### src/rtl/demux16bit122_stream.sv
// demux16bit122_stream: 1-to-2 streaming demultiplexer with a one-entry
// registered buffer per output port and per-port accepted-word counters.
// The input is steered by sel; each port keeps full throughput because a
// buffered word may leave and be replaced in the same cycle.
module demux16bit122_stream #(
  parameter int WIDTH = 16,
  parameter int CNT_W = 8
) (
  input  logic             clk,
  input  logic             rst,
  input  logic [WIDTH-1:0] in_data,
  input  logic             in_valid,
  input  logic             sel,
  output logic             in_ready,
  output logic [WIDTH-1:0] a_data,
  output logic             a_valid,
  input  logic             a_ready,
  output logic [WIDTH-1:0] b_data,
  output logic             b_valid,
  input  logic             b_ready,
  output logic [CNT_W-1:0] cnt_a,
  output logic [CNT_W-1:0] cnt_b
);

  logic [WIDTH-1:0] a_data_r;
  logic             a_valid_r;
  logic [WIDTH-1:0] b_data_r;
  logic             b_valid_r;
  logic [CNT_W-1:0] cnt_a_r;
  logic [CNT_W-1:0] cnt_b_r;

  logic             in_ready_s;
  logic             load_a_s;
  logic             load_b_s;

  // Ready looks only at the selected port: its buffer is empty or draining now.
  always_comb begin
    in_ready_s = 1'b0;
    if (sel == 1'b0) begin
      in_ready_s = (!a_valid_r) || a_ready;
    end else begin
      in_ready_s = (!b_valid_r) || b_ready;
    end
  end

  // Decode an accepted input word into a load of exactly one port buffer.
  always_comb begin
    load_a_s = 1'b0;
    load_b_s = 1'b0;
    if (in_valid && in_ready_s) begin
      load_a_s = (sel == 1'b0);
      load_b_s = (sel == 1'b1);
    end else begin
      load_a_s = 1'b0;
      load_b_s = 1'b0;
    end
  end

  // Port A buffer: load wins over drain so a simultaneous pop+push keeps valid high.
  always_ff @(posedge clk or posedge rst) begin
    if (rst) begin
      a_data_r  <= {WIDTH{1'b0}};
      a_valid_r <= 1'b0;
    end else if (load_a_s) begin
      a_data_r  <= in_data;
      a_valid_r <= 1'b1;
    end else if (a_valid_r && a_ready) begin
      a_valid_r <= 1'b0;
    end
  end

  // Port B buffer: same policy as port A, fully independent of it.
  always_ff @(posedge clk or posedge rst) begin
    if (rst) begin
      b_data_r  <= {WIDTH{1'b0}};
      b_valid_r <= 1'b0;
    end else if (load_b_s) begin
      b_data_r  <= in_data;
      b_valid_r <= 1'b1;
    end else if (b_valid_r && b_ready) begin
      b_valid_r <= 1'b0;
    end
  end

  // Accepted-word counters, wrapping naturally modulo 2^CNT_W.
  always_ff @(posedge clk or posedge rst) begin
    if (rst) begin
      cnt_a_r <= {CNT_W{1'b0}};
      cnt_b_r <= {CNT_W{1'b0}};
    end else begin
      if (load_a_s) begin
        cnt_a_r <= cnt_a_r + CNT_W'(1);
      end
      if (load_b_s) begin
        cnt_b_r <= cnt_b_r + CNT_W'(1);
      end
    end
  end

  assign in_ready = in_ready_s;
  assign a_data   = a_data_r;
  assign a_valid  = a_valid_r;
  assign b_data   = b_data_r;
  assign b_valid  = b_valid_r;
  assign cnt_a    = cnt_a_r;
  assign cnt_b    = cnt_b_r;

endmodule
### config.mk
export PLATFORM = sky130hd
export DESIGN_NAME = demux16bit122_stream
export DESIGN_NICKNAME = d
export VERILOG_FILES = /design/src/rtl/demux16bit122_stream.sv
export SDC_FILE = /design/constraint.sdc
export NUM_CORES = 1
export LEC_CHECK = 0
export CAP_MARGIN = 20
export CORE_MARGIN = 2
export CORE_UTILIZATION = 36
export CTS_CLUSTER_SIZE = 40
export DETAILED_ROUTE_END_ITERATION = 8
export PLACE_DENSITY_LB_ADDON = 0.12
export SYNTH_ARGS = -nofsm -noshare
export SYNTH_HDL_FRONTEND = slang
export SYNTH_SLANG_ARGS = --single-unit
### constraint.sdc
create_clock -name clk -period 2.85 [get_ports clk]
set_input_delay 0.285 -clock clk [delete_from_list [all_inputs] [get_ports clk]]
set_output_delay 0.285 -clock clk [all_outputs]
set_load 0.05 [all_outputs]
# Word level (Yosys, flattened, before mapping)
# Index checks and enable logic that the tools add are counted.
[classes]
n_addsub = 2
n_reduce_logical = 9
n_mux = 7
bitwise_logic = 1
[ops]
columns = ["operator", "n"]
rows = [
  ["8-bit by 1-bit adder with 8-bit output (second input constant)", 2],
  ["1-bit 2-to-1 mux", 7],
  ["2-bit nonzero test", 2],
  ["1-bit logical AND", 3],
  ["1-bit zero test", 2],
  ["1-bit logical OR", 2],
  ["1-bit inverter", 1],
]
[word_totals]
register_bits = 50
output_inout_bits = 51

# Longest topological paths before layout
# Gate-level depths: netlist of the first run.
[logic_depth]
depth_word = 6
ltp_mapped = 6
mapped_depth_nobuf = 4

# Least setup slack after synthesis of the first run
# OpenSTA, ideal clock, no wires.
[synth_path]
path_type = "register to register"
startpoint = "register cnt_b_r[0], in the netlist cnt_b[0]"
endpoint = "register cnt_b_r[6], in the netlist cnt_b[6]"
path_stages_with_launch = 5
t_required_ns = 2.710
arrival_ns = 1.476
n_path_buf = 0
period_less_slack_ns = 1.616
path_slack_ns = 1.234
cell_sequence = "dfrtp_1 -> ha_1 -> nand3_1 -> or3_4 -> xnor2_2"
[synth_via]
elab_chain_len = 1
[synth_rtl]
columns = ["element", "line", "text"]
rows = [
  ["from (decl)", "30", "logic [CNT_W-1:0] cnt_b_r;"],
  ["from (signal assigned)", "89", "cnt_b_r <= {CNT_W{1'b0}};"],
  ["from (signal assigned)", "95", "cnt_b_r <= cnt_b_r + CNT_W'(1);"],
  ["8-bit by 1-bit adder with 8-bit output", "95", ""],
]
# No other way between the ends.
# A chain may end at the register's enable or synchronous reset.

# Worst setup path in the final report of the first run
[layout_path]
startpoint = "input port sel"
endpoint = "output port in_ready"
[layout_via]
elab_chain_len = 1
[layout_rtl]
columns = ["element", "line", "text"]
rows = [
  ["from (decl)", "13", "input logic sel,"],
  ["1-bit 2-to-1 mux", "39", "if (sel == 1'b0) begin"],
  ["to (decl)", "14", "output logic in_ready,"],
]
# No other way between the ends.

==> summary.txt, run 1 <==
Floorplanning
  • # IOs: between 70 and 80
  • Die H: 79.1 um
  • Std cell rows: 27
  • Core ar.: 5470 um^2
  • Die X-Extent: a little under 80 um
  • Die area: ~6300 um^2
  • Initial core utilization: 0.371

STA
  • Setup Total Neg Slack: 0 ps
  • Final cycle utilization of the critical path: 0.760
  • Crit path time final: approximately 2200 ps
  • Slew margin rel.: 0.572
  • Final Skew: between 9 and 10 ps
  • Max Slew Vio Count: 0
  • Unrepaired setup endpoints after global routing: no
  • Final hold violations: 0
  • Achievable frequency: approximately 460 MHz
  • Slew at the pin closest to its max-slew limit: 642 ps
  • Final setup fails: 0
  • Final WS setup: 683 ps

Job
  • Max_cap viols: 0

Setup path
  • Critical path class: input pin to output pin
  • Worst Setup Start Kind: input pin
  • Buf/Inv on CP: 2
  • Critical Path RT: approximately 2600 ps
  • Most Frequent Cell on Critical Path: clkdlybuf4s50_1
  • Crit-path slowest cell: clkdlybuf4s50_1
  • Worst-path cell chain: clkdlybuf4s50_1 > mux2_2 > clkdlybuf4s50_1
  • CP top delay family: buffers and inverters
  • WP data arrival: approximately 1900 ps
  • Reg2reg start: b_valid$_DFFE_PP0P_
  • CP max stage delay: 700 ps
  • Crit path max fanout: 4
  • CP Capture Type: output pin
  • R2R Setup Slk: 1400 ps
  • Crit. Startpoint: sel

Placement
  • Gp weighted congestion: a little under 0.7
  • HPWL after detailed placement: between 2000 and 3000 um
  • I/O Buffers: slightly above 70
  • Dpl ws: roughly 700 ps

Global route
  • Residual overflow from global routing: 0
  • Initial antenna violation count: 0
  • First-pass GRT wire length: 7070 um
  • Gr usage total: 0.148
  • Pin count of the biggest net entering global routing: 51
  • Number of global-route vias before repair: between 1000 and 1500

Clock network
  • H-tree Lvls: 2
  • Worst skew pair latency: ~300 ps
  • CTS tree: yes
  • Post-CTS Setup Bufs: 0
  • Clock transition at path regs: approximately 90 ps
  • CTS buffer count: 5
  • CTS Hold Buffers Added: 0
  • Clock sinks: 50
  • Clock buffer depth: 2
  • Post-CTS sizing: 0
  • Clock Root Buffer: clkbuf_8

Drt
  • DRT Wirelength: between 4000 and 5000 um
  • Vias per inst: roughly 4.5
  • Post-DRT Antenna Nets: 0
  • DR pass1 iterations: 4
  • Initial drt markers: between 50 and 60
  • DRC: 0
  • Total via count in the routed design: roughly 1400
  • WL/cell: 13.4 um

Hold path
  • HP Class: input pin to async pin

Finish
  • Share of cells above drive strength 1: 0.0843
  • Fin util: 0.542
  • ANT cells: 0
  • Commonest non-fill, non-tap cell in the layout: clkdlybuf4s50_1
  • Area Growth Syn to Fin: 46.1%
  • # fillers: roughly 520
  • Final net count: approximately 270
  • Commonest cells after routing, fill and taps aside: clkdlybuf4s50_1 (72), nand2_1 (58), dfrtp_1 (50)

Pwr
  • Pwr/cell area: 945 nW/um^2
  • Switching pwr: roughly 1.2 mW
  • Part of the power in registers: 0.361
  • Pint: 1.65 mW
  • Lkg Pwr: approximately 1.3 nW
  • Switching share of total power: 0.412
  • Combinational share of power: 0.421
  • Design Power: between 2 and 3 mW
  • Clock group share of total power: 0.218
  • Worst vdd ir: 0.424 mV

Synth
  • Post-Syn Area: about 2000 um^2
  • Mux contribution to synthesized area: 0.0999
  • Sequential area share after synthesis: 0.617
  • Compound-Gate Fraction of Synth Area: 0
  • Post-Synth Simple-Gate Area: 0.182
  • Mean post-synth cell area: around 12 um^2
  • Mapped Cells: ~170
  • Main combinational cell family by area after synthesis: simple AND/OR/NAND/NOR gates
  • YS warnings: 0
  • Adder-Cell Fraction of Synth Area: 0.0123
  • Register bit count reported by yosys: 50
  • Synth Area in XOR/XNOR: 0.0641
  • Post-synth cell types: 23
  • Synthesized Nets: 196

Status
  • Status: complete, no violations
==> metal layers <==
metal / routed length [um] / track usage / part of all wire
met5: 0 / 0 / 0
met2: 2020 / 0.228 / 0.47
met3: 285 / 0.0500 / 0.066
met4: 44 / 0.0569 / 0.010
met1: 1950 / 0.193 / 0.45
==> cells by family after synthesis <==
logic type / after synthesis
and+or+nand+nor: 79
DFF: 50
muxes: 18
xor gates and xnor gates: 14
buffers and inverters: 9
adders and majority gates: 2
==> tightest hold or removal path, cell delays in order <==
cell	delay, ps
clkdlybuf4s50_1	420
inv_2	50
buf_4	510
==> flip-flops by register name, summed over array words and instances, names as in the netlist <==
register	count
a_data	16
cnt_a	8
b_valid	1
b_data	16
a_valid	1
cnt_b	8
==> metrics by stage <==
stage	hold WS [ps]	cell area, um^2	cells
final	473	2970	321
after global routing	500	2970	321
after CTS	479	2970	321
after detailed placement	462	2820	313
after global placement	455	2820	313
after floorplan	390	2030	172
==> power by group through the flow <==
stage | Sequential (mW) | Clock (mW) | Combinational (mW)
3_3_place_gp | 1.02 | 0 | 1.19
4_1_cts | 1.02 | 0.630 | 1.19
3_5_place_dp | 1.03 | 0 | 1.19
5_1_grt | 1.04 | 0.655 | 1.24
6_report | 1.01 | 0.611 | 1.18
2_1_floorplan | 1.58 | 0 | 0.211
==> final timing paths <==
check	to	cells after the start
hold reg to reg	cnt_a[7]$_DFFE_PP0P_	1
min in group clk	cnt_a[7]$_DFFE_PP0P_	1
max in group asynchronous	a_data[6]$_DFFE_PP0P_	3
setup reg to reg	cnt_b[6]$_DFFE_PP0P_	5
setup / recovery	in_ready	3
hold / removal	b_valid$_DFFE_PP0P_	3
==> synth_stat cells <==
cell type / instances / share of area
mux2_1: 17 / 0.094
xnor2_1: 5 / 0.022
nand2b_2: 2 / 0.0086
xnor2_2: 1 / 0.0080
clkbuf_1: 1 / 0.0018
or3_4: 1 / 0.0055
nor2_1: 4 / 0.0074
nor3_1: 3 / 0.0074
xor2_1: 8 / 0.035
buf_2: 2 / 0.0049
nand3b_4: 1 / 0.0099
dfrtp_1: 50 / 0.62
inv_1: 3 / 0.0055
nand3_1: 5 / 0.012
nand3_2: 1 / 0.0049
buf_4: 2 / 0.0074
nand4_1: 1 / 0.0031
nor4_2: 2 / 0.012
nand2_1: 58 / 0.11
ha_1: 2 / 0.012
mux2_2: 1 / 0.0055
buf_6: 1 / 0.0055
and3_1: 1 / 0.0031
==> layout make-up <==
cell class	instances	area, um^2	area share
Clock buffer	6	82.6	0.0278
Clock inverter	2	60.1	0.0203
Inverter	3	11.3	0.00380
Multi-Input combinational cell	113	727	0.245
Sequential cell	50	1250	0.422
Tap cell	72	90.1	0.0304
Timing Repair Buffer	75	743	0.251
Note: power is estimated with default switching activity, not from simulation.
==> run 2, diff against run 1 <==
==> constraint.sdc (replaced) <==
create_clock -name clk -period 1.9 [get_ports clk]
set_input_delay 0.19 -clock clk [delete_from_list [all_inputs] [get_ports clk]]
set_output_delay 0.19 -clock clk [all_outputs]
set_load 0.05 [all_outputs]
==> summary.txt, run 2 (synthesis results as in run 1) <==
Setup path
  • Critical path class: flop to output pin
  • Crit. Startpoint: cnt_a[2]$_DFFE_PP0P_
  • CP Capture Type: output pin
  • Worst-path cell chain: clkdlybuf4s50_1
  • Worst Setup Start Kind: flop
  • Critical Path RT: 1710 ps (-860 ps)
  • Crit path max fanout: 5 (+1)
  • CP top delay family: buffers and inverters
  • Crit-path slowest cell: clkdlybuf4s50_1
  • WP data arrival: 1570 ps (-310 ps)
  • Reg2reg start: b_valid$_DFFE_PP0P_
  • Buf/Inv on CP: 1 (-1)
  • CP max stage delay: 830 ps (+130 ps)

STA
  • Final Skew: 3.87 ps (-6.00 ps)
  • Setup Total Neg Slack: 0 ps (unchanged)
  • Crit path time final: 1760 ps
  • Unrepaired setup endpoints after global routing: no
  • Max Slew Vio Count: 0 (unchanged)
  • Final hold violations: 0 (unchanged)
  • Slew margin rel.: 0.650 (+0.0782)
  • Achievable frequency: 570 MHz
  • Final setup fails: 0 (unchanged)
  • Slew at the pin closest to its max-slew limit: 523 ps (-119 ps)
  • Final cycle utilization of the critical path: 0.924

Finish
  • Fin util: 0.541 (about the same)
  • Area Growth Syn to Fin: 46.0% (about the same)
  • ANT cells: 0 (unchanged)
  • # fillers: 513 (-1.9%)
  • Share of cells above drive strength 1: 0.0992 (+0.0149)
  • Commonest cells after routing, fill and taps aside: clkdlybuf4s50_1 (71), nand2_1 (58), dfrtp_1 (50)
  • Commonest non-fill, non-tap cell in the layout: clkdlybuf4s50_1
  • Cell area after layout: 2960 um^2 (about the same)
  • Final net count: 275 (+1.1%)

Floorplanning
  • # IOs: 73 (unchanged)
  • Core ar.: 5470 um^2 (unchanged)
  • Initial core utilization: 0.371 (unchanged)
  • Die X-Extent: 79.1 um (unchanged)
  • Std cell rows: 27 (unchanged)
  • Die area: 6250 um^2 (unchanged)
  • Die H: 79.1 um (unchanged)

Global route
  • Residual overflow from global routing: 0 (unchanged)
  • Gr usage total: 0.148 (+0.000317)
  • Initial antenna violation count: 0 (unchanged)
  • Number of global-route vias before repair: 1580 (+5.4%)
  • First-pass GRT wire length: 7310 um (+3.4%)
  • Pin count of the biggest net entering global routing: 51 (unchanged)

Drt
  • Vias per inst: 4.48 (-0.58%)
  • DRT Wirelength: 4250 um (-1.2%)
  • Initial drt markers: 41 (-23%)
  • WL/cell: 13.1 um (-2.1%)
  • Post-DRT Antenna Nets: 0 (unchanged)
  • DR pass1 iterations: 4 (unchanged)
  • Total via count in the routed design: 1453 (+0.35%)
  • DRC: 0 (unchanged)

Placement
  • I/O Buffers: 72 (unchanged)
  • Placed instance area: 2870 um^2 (+1.6%)
  • HPWL after detailed placement: 3070 um (+4.6%)
  • Gp weighted congestion: 0.705 (+2.0%)

Clock network
  • Clock transition at path regs: 90 ps (about the same)
  • H-tree Lvls: 2 (unchanged)
  • Worst skew pair latency: 290 ps (about the same)
  • CTS buffer count: 5 (unchanged)
  • Post-CTS sizing: 0 (unchanged)
  • Clock Root Buffer: clkbuf_8
  • CTS Hold Buffers Added: 0 (unchanged)
  • Clock buffer depth: 2 (unchanged)
  • Clock sinks: 50 (unchanged)
  • Post-CTS Setup Bufs: 0 (unchanged)
  • CTS tree: yes

Pwr
  • Worst vdd ir: 0.508 mV (+20%)
  • Lkg Pwr: 1.35 nW (about the same)
  • Pwr/cell area: 1330 nW/um^2 (+40%)

Job
  • Max_cap viols: 0 (unchanged)

Status
  • Status: complete, no violations

Hold path
  • HP Class: input pin to async pin
## run 2: cell count changes in the layout (fill, tap and decap cells not counted)
cell,delta
buf_4,+2
clkinv_2,+1
clkdlybuf4s50_1,-1
clkinvlp_4,+1
buf_12,+2
bufinv_16,-2
## run 2: path summary, 6_finish.rpt
check | end | depth (start not counted) | slack (ps)
setup reg to reg | cnt_b[5]$_DFFE_PP0P_ | 5 | 550
hold / removal | cnt_b[6]$_DFFE_PP0P_ | 3 | 250
hold reg to reg | cnt_b[7]$_DFFE_PP0P_ | 1 | 470
max in group asynchronous | a_data[7]$_DFFE_PP0P_ | 3 | 1420
min in group clk | b_data[2]$_DFFE_PP0P_ | 3 | 440
setup / recovery | cnt_a[2] | 1 | 140
## run 2: metrics by stage
stage / worst slack [ps] / total power, mW / hold slack [ps] / instances
3_3_place_gp: 271 / 3.33 / 456 / 316
5_1_grt: 76.0 / 4.14 / 288 / 324
6_report: 145 / 3.93 / 251 / 324
3_5_place_dp: 253 / 3.35 / 464 / 316
4_1_cts: 130 / 3.99 / 266 / 324
2_1_floorplan: 284 / 2.68 / 295 / 172
## run 2: report_power, final
group / internal [mW] / switching [mW]
Combinational: 0.617 / 1.17
Sequential: 1.30 / 0.216
Clock: 0.293 / 0.330
Total: 2.21 / 1.71
## run 2: area by class of cell
class                      count  area (um^2)  area share
inverter                       3         11.3     0.00380
tap                           72         90.1      0.0304
clock inverter                 2         12.5     0.00422
sequential                    50         1250       0.422
clock buffer                   6         82.6      0.0279
timing repair buffer          78          788       0.266
multi-input combinational    113          727       0.245
## run 2: routing by layer
layer / vias up / global-route usage / wire length (um)
met5: - / 0 / 0
met4: 0 / 0.0362 / 35
met3: 6 / 0.0557 / 295
met2: 42 / 0.247 / 2040
met1: 697 / 0.182 / 1880
li1: 708 / - / -
==> edit 1 (flow settings as in run 2) <==
Set the parameter `WIDTH` to 32 (it was 16).
--- a/src/rtl/demux16bit122_stream.sv
+++ b/src/rtl/demux16bit122_stream.sv
@@ -5,3 +5,3 @@
 module demux16bit122_stream #(
-  parameter int WIDTH = 16,
+  parameter int WIDTH = 32,
   parameter int CNT_W = 8
Ports: changed (resized a_data, b_data and in_data); port bits go from 73 to 121. No check against the original RTL was run, so the function may have changed too.
==> edit 1 against run 2 <==
Clock skew increased by 0.0078 ns; critical path depth unchanged; routed wire length up 86%; setup slack worse by 0.058 ns; sequential share of layout area increased by 0.65 points; sequential cell count rose by 32; synthesized area up 61%; via count rose by 79%; cell area rose by 62%; final cell count increased by 79%; power up 51%; first-iteration DRC count increased by 80%; largest cell class unchanged; largest power group unchanged; highest routed layer unchanged.
==> edit 1: results <==
metrics = {
    "timing": {
        "clock_skew_ns": 0.0117,
        "slew_headroom_pct": 63.3,
        "fin_hold_ws_ns": 0.227,
    },
    "setup_path": {
        "timing.rr.end": "cnt_a[2]",
        "crit_path_max_incr_delay_ns": 0.84,
        "r2r_start": "a_valid",
    },
    "clock_tree": {
        "cts_made_buffers": 9,
        "htreeDepth": 3,
        "insertion_delay_ns": 0.34,
    },
    "route": {
        "wl_met2_mm": 3.68,
        "routed_via_density": 4.49,
        "drt_iter0_drc": 74,
        "wl_met1_mm": 3.53,
        "wl_per_cell_um": 13.6,
        "wl_met3_um": 575,
    },
    "global_route": {
        "track_usage_pct": 17.1,
        "grt_max_degree": 34,
        "antenna_found_initial": 0,
        "grt_pass1_vias": 2705,
    },
    "pwr": {
        "switching_share_pct": 41.7,
        "ir_worst_vdd_mv": 0.551,
        "leakage_nw": 2.35,
    },
    "cells_and_area": {
        "drive_above_1_share_pct": 7.40,
        "nNetsFinal": 508,
    },
    "logic_synthesis": {
        "ys_seq_area_share_pct": 62.9,
        "synth.distinct_cells": 19,
        "ys_top_cells_by_area": "dfrtp_1 63%, nand2_1 23%, xnor2_1 3.0%, buf_6 2.4%, nand4_1 1.3%",
        "synth_common_cells": "204 x nand2_1, 82 x dfrtp_1, 11 x xnor2_1",
        "syn_nets": 380,
    },
    "run_status": {
        "status": "finished, final reports clean",
    },
    "place": {
        "dp_slack_ns": 0.261,
        "dp_hpwl_mm": 5.77,
        "routabilityCongestion": 0.748,
        "port_buffers": 120,
    },
}
==> edit 1: cell types whose count changed in the layout (fill, tap and decap cells not counted), moves of 3 or more <==
cell,before,now
nor3_2,0,3
nand2_1,58,204
dfrtp_1,50,82
buf_4,5,11
xnor2_1,5,11
clkdlybuf4s50_1,71,117
xor2_1,8,3
nor2_1,4,0
clkbuf_8,6,9
nor3_1,3,0
mux2_1,17,0
nand4_1,1,7
==> edit 1: kinds of logic after synthesis <==
logic type	count (synthesis)	synth area share, %
xor gates and xnor gates	14	3.76
adders and majority gates	2	0.767
buffers and inverters	17	3.95
DFF	82	62.9
muxes	1	0.345
and+or+nand+nor	224	28.3
==> edit 1: worst max path at each step <==
stage / startpoint / cells past startpoint / end
6_report: cnt_b[2] / 1 / cnt_b[2]
5_1_grt: cnt_b[2] / 1 / cnt_b[2]
3_3_place_gp: b_ready / 6 / b_data[1]
2_1_floorplan: b_valid / 5 / cnt_b[3]
3_5_place_dp: b_ready / 6 / b_data[4]
4_1_cts: cnt_a[2] / 1 / cnt_a[2]
==> edit 1: layer usage <==
metal | vias up | GRT usage, %
met5 | - | 0
met4 | 0 | 6.01
met3 | 10 | 5.55
met2 | 70 | 27.3
met1 | 1230 | 21.8
li1 | 1297 | -
==> edit 1: stage by stage <==
| stage | cells | cell area, um^2 |
|---|---|---|
| floorplan | 340 | 3270 |
| global placement | 565 | 4590 |
| detailed placement | 565 | 4590 |
| CTS | 581 | 4780 |
| global route | 581 | 4790 |
| finish | 581 | 4790 |
==> edit 1: area by class of cell <==
cell class              count  area (um^2)
fillers                   816         3980
well taps                 108          135
repair buffers            132         1320
multi-input cells         241         1080
clock inverters             5         55.1
clock buffers              11          131
inverters                   2         11.3
flip-flops and latches     82         2050
==> edit 1: power by group through the flow <==
stage / combinational (W) / sequential [W] / clock (W)
2_1_floorplan: 0.000420 / 0.00346 / 0
3_3_place_gp: 0.00240 / 0.00236 / 0
3_5_place_dp: 0.00242 / 0.00237 / 0
4_1_cts: 0.00242 / 0.00234 / 0.00125
5_1_grt: 0.00253 / 0.00239 / 0.00133
6_report: 0.00239 / 0.00234 / 0.00121
==> edit 2 (flow settings as in run 2) <==
Without the edit above. Reset style: synchronous (`rst`), changed in 3 clocked blocks.
--- a/src/rtl/demux16bit122_stream.sv
+++ b/src/rtl/demux16bit122_stream.sv
@@ -59,3 +59,3 @@
   // Port A buffer: load wins over drain so a simultaneous pop+push keeps valid high.
-  always_ff @(posedge clk or posedge rst) begin
+  always_ff @(posedge clk) begin
     if (rst) begin
@@ -72,3 +72,3 @@
   // Port B buffer: same policy as port A, fully independent of it.
-  always_ff @(posedge clk or posedge rst) begin
+  always_ff @(posedge clk) begin
     if (rst) begin
@@ -85,3 +85,3 @@
   // Accepted-word counters, wrapping naturally modulo 2^CNT_W.
-  always_ff @(posedge clk or posedge rst) begin
+  always_ff @(posedge clk) begin
     if (rst) begin
Behaviour: differs if rst is asserted again (counterexample within 4 cycles, from zero or initial values and one cycle with rst high); with rst held inactive, the same outputs for 10 cycles.
==> edit 2 against run 2 <==
Routed wire length increased by 12%; sequential cell count stayed put; cell area shrank 3.3%; synthesized area shrank 5.4%; setup slack got worse by 0.0062 ns; core utilization up 1.6 points; register-to-register slack lost 0.22 ns; critical endpoint is now cnt_a[0]; highest routed layer unchanged.
Power is not compared: it rests on default switching activity, and its combinational part moved more than twofold at a synthesized area within 25%.
==> edit 2: results <==
metrics = {
    "global_route": {
        "grt_pass1_wl_mm": 8.14,
        "grt_pass1_vias": 1648,
        "track_usage_pct": 17.3,
        "grt_max_degree": 28,
    },
    "logic_synthesis": {
        "syn_nets": 255,
        "ys_seq_area_share_pct": 52.2,
        "ys_top_cells_by_area": "dfxtp_1 52%, nand2_1 14%, a21oi_1 9.6%, xnor2_1 5.5%, nor2_1 3.1%",
        "synth_flop_cell": "dfxtp_1",
        "synth.distinct_cells": 27,
        "synth_common_cells": "74 x nand2_1, 50 x dfxtp_1, 37 x a21oi_1, 16 x nor2_1, 12 x xnor2_1",
        "async_reset_ff_share_pct": 0,
        "syn_inst": 231,
    },
    "place": {
        "dp_hpwl_mm": 3.16,
        "dpl_cell_area_um2": 2720,
        "dpl.cell_count": 365,
        "routabilityCongestion": 0.811,
    },
    "min_path": {
        "min_path_type": "in2reg",
    },
    "route": {
        "wl_per_cell_um": 12.7,
        "vias": 1724,
        "drt_wl_total_mm": 4.74,
        "drt_iter0_drc": 59,
    },
    "clock_tree": {
        "cts_max_path_buffers": 2,
        "clk_pin_slew_ns": 0.09,
        "insertion_delay_ns": 0.31,
    },
    "setup_path": {
        "r2r_slack_ns": 0.33,
        "r2r_cells": 4,
        "crit_path_max_fanout": 4,
        "r2r_start": "a_valid",
        "slowest_stage": "clkdlybuf4s50_1",
        "timing.rr.end": "a_data[10]",
    },
    "cells_and_area": {
        "drive_above_1_share_pct": 7.26,
        "final.fill_count": 501,
        "antenna_cells": 0,
        "nNetsFinal": 326,
    },
    "timing": {
        "clock_skew_ns": 0.00470,
        "slew_headroom_pct": 45.0,
    },
    "run_status": {
        "status": "finished, final reports clean",
    },
}
==> edit 2: cell count changes in the layout (fill, tap and decap cells not counted), sizes merged, moves of 3 or more <==
cell,before,now
mux2,18,0
nor2,4,18
dfrtp,50,0
dfxtp,0,50
a21oi,0,37
xnor2,6,12
nand2,58,75
inv,3,0
nor4,2,5
xor2,8,1
==> edit 2: how the worst max path moves through the flow <==
stage | endpoint | from | cells past startpoint | slack (ns)
6_report | cnt_a[0] | cnt_a[0] | 1 | 0.14
5_1_grt | cnt_a[0] | cnt_a[0] | 1 | 0.08
4_1_cts | in_ready | b_valid | 3 | 0.06
3_5_place_dp | b_data[13] | b_ready | 5 | -0.10
3_3_place_gp | cnt_a[0] | in_valid | 5 | -0.01
2_1_floorplan | in_ready | b_valid | 3 | 0.1
==> edit 2: where the power goes <==
group / internal (W) / total [W] / switching, W
combinational: 0.000147 / 0.000398 / 0.000252
sequential: 0.00109 / 0.00111 / 0.0000239
clock: 0.000561 / 0.000921 / 0.000359
total: 0.00179 / 0.00243 / 0.000635
==> edit 2: cells by family after synthesis <==
group / Yosys count / synth area share (%)
AO/OA/AOI/OAI: 38 / 10.1
XOR/XNOR: 13 / 5.93
adder cells (fa/ha/maj): 2 / 1.30
buffers and inverters: 12 / 2.87
flip-flops: 50 / 52.2
AND/OR/NAND/NOR: 116 / 27.6
==> edit 2: through the flow <==
step	setup WS (ns)	hold slack (ns)	TNS (ns)	utilization [%]	power [W]
after floorplan	0.0995	0.326	0	-	0.00137
final	0.139	0.331	0	55.7	0.00243
after CTS	0.0636	0.327	0	55.7	0.00245
after detailed placement	-0.100	0.446	-1.38	52.9	0.00154
after global placement	-0.0130	0.441	-0.0324	52.9	0.00153
after global routing	0.0804	0.371	0	55.7	0.00253
==> edit 2: layout make-up <==
class / instances / area share (%)
flip-flops and latches: 50 / 34.9
clock inverters: 2 / 2.10
multi-input cells: 169 / 30.2
repair buffers: 76 / 26.8
clock buffers: 6 / 2.88
well taps: 70 / 3.06
==> edit 2: per-layer routing <==
metal | wire length, um | global-route usage (%) | share of wire (%) | vias to the layer above
li1 | - | - | - | 894
met1 | 2270 | 21.8 | 48 | 773
met2 | 2070 | 27.2 | 44 | 52
met3 | 337 | 6.24 | 7.1 | 5
met4 | 66 | 6.25 | 1.4 | 0
met5 | 0 | 0 | 0 | -
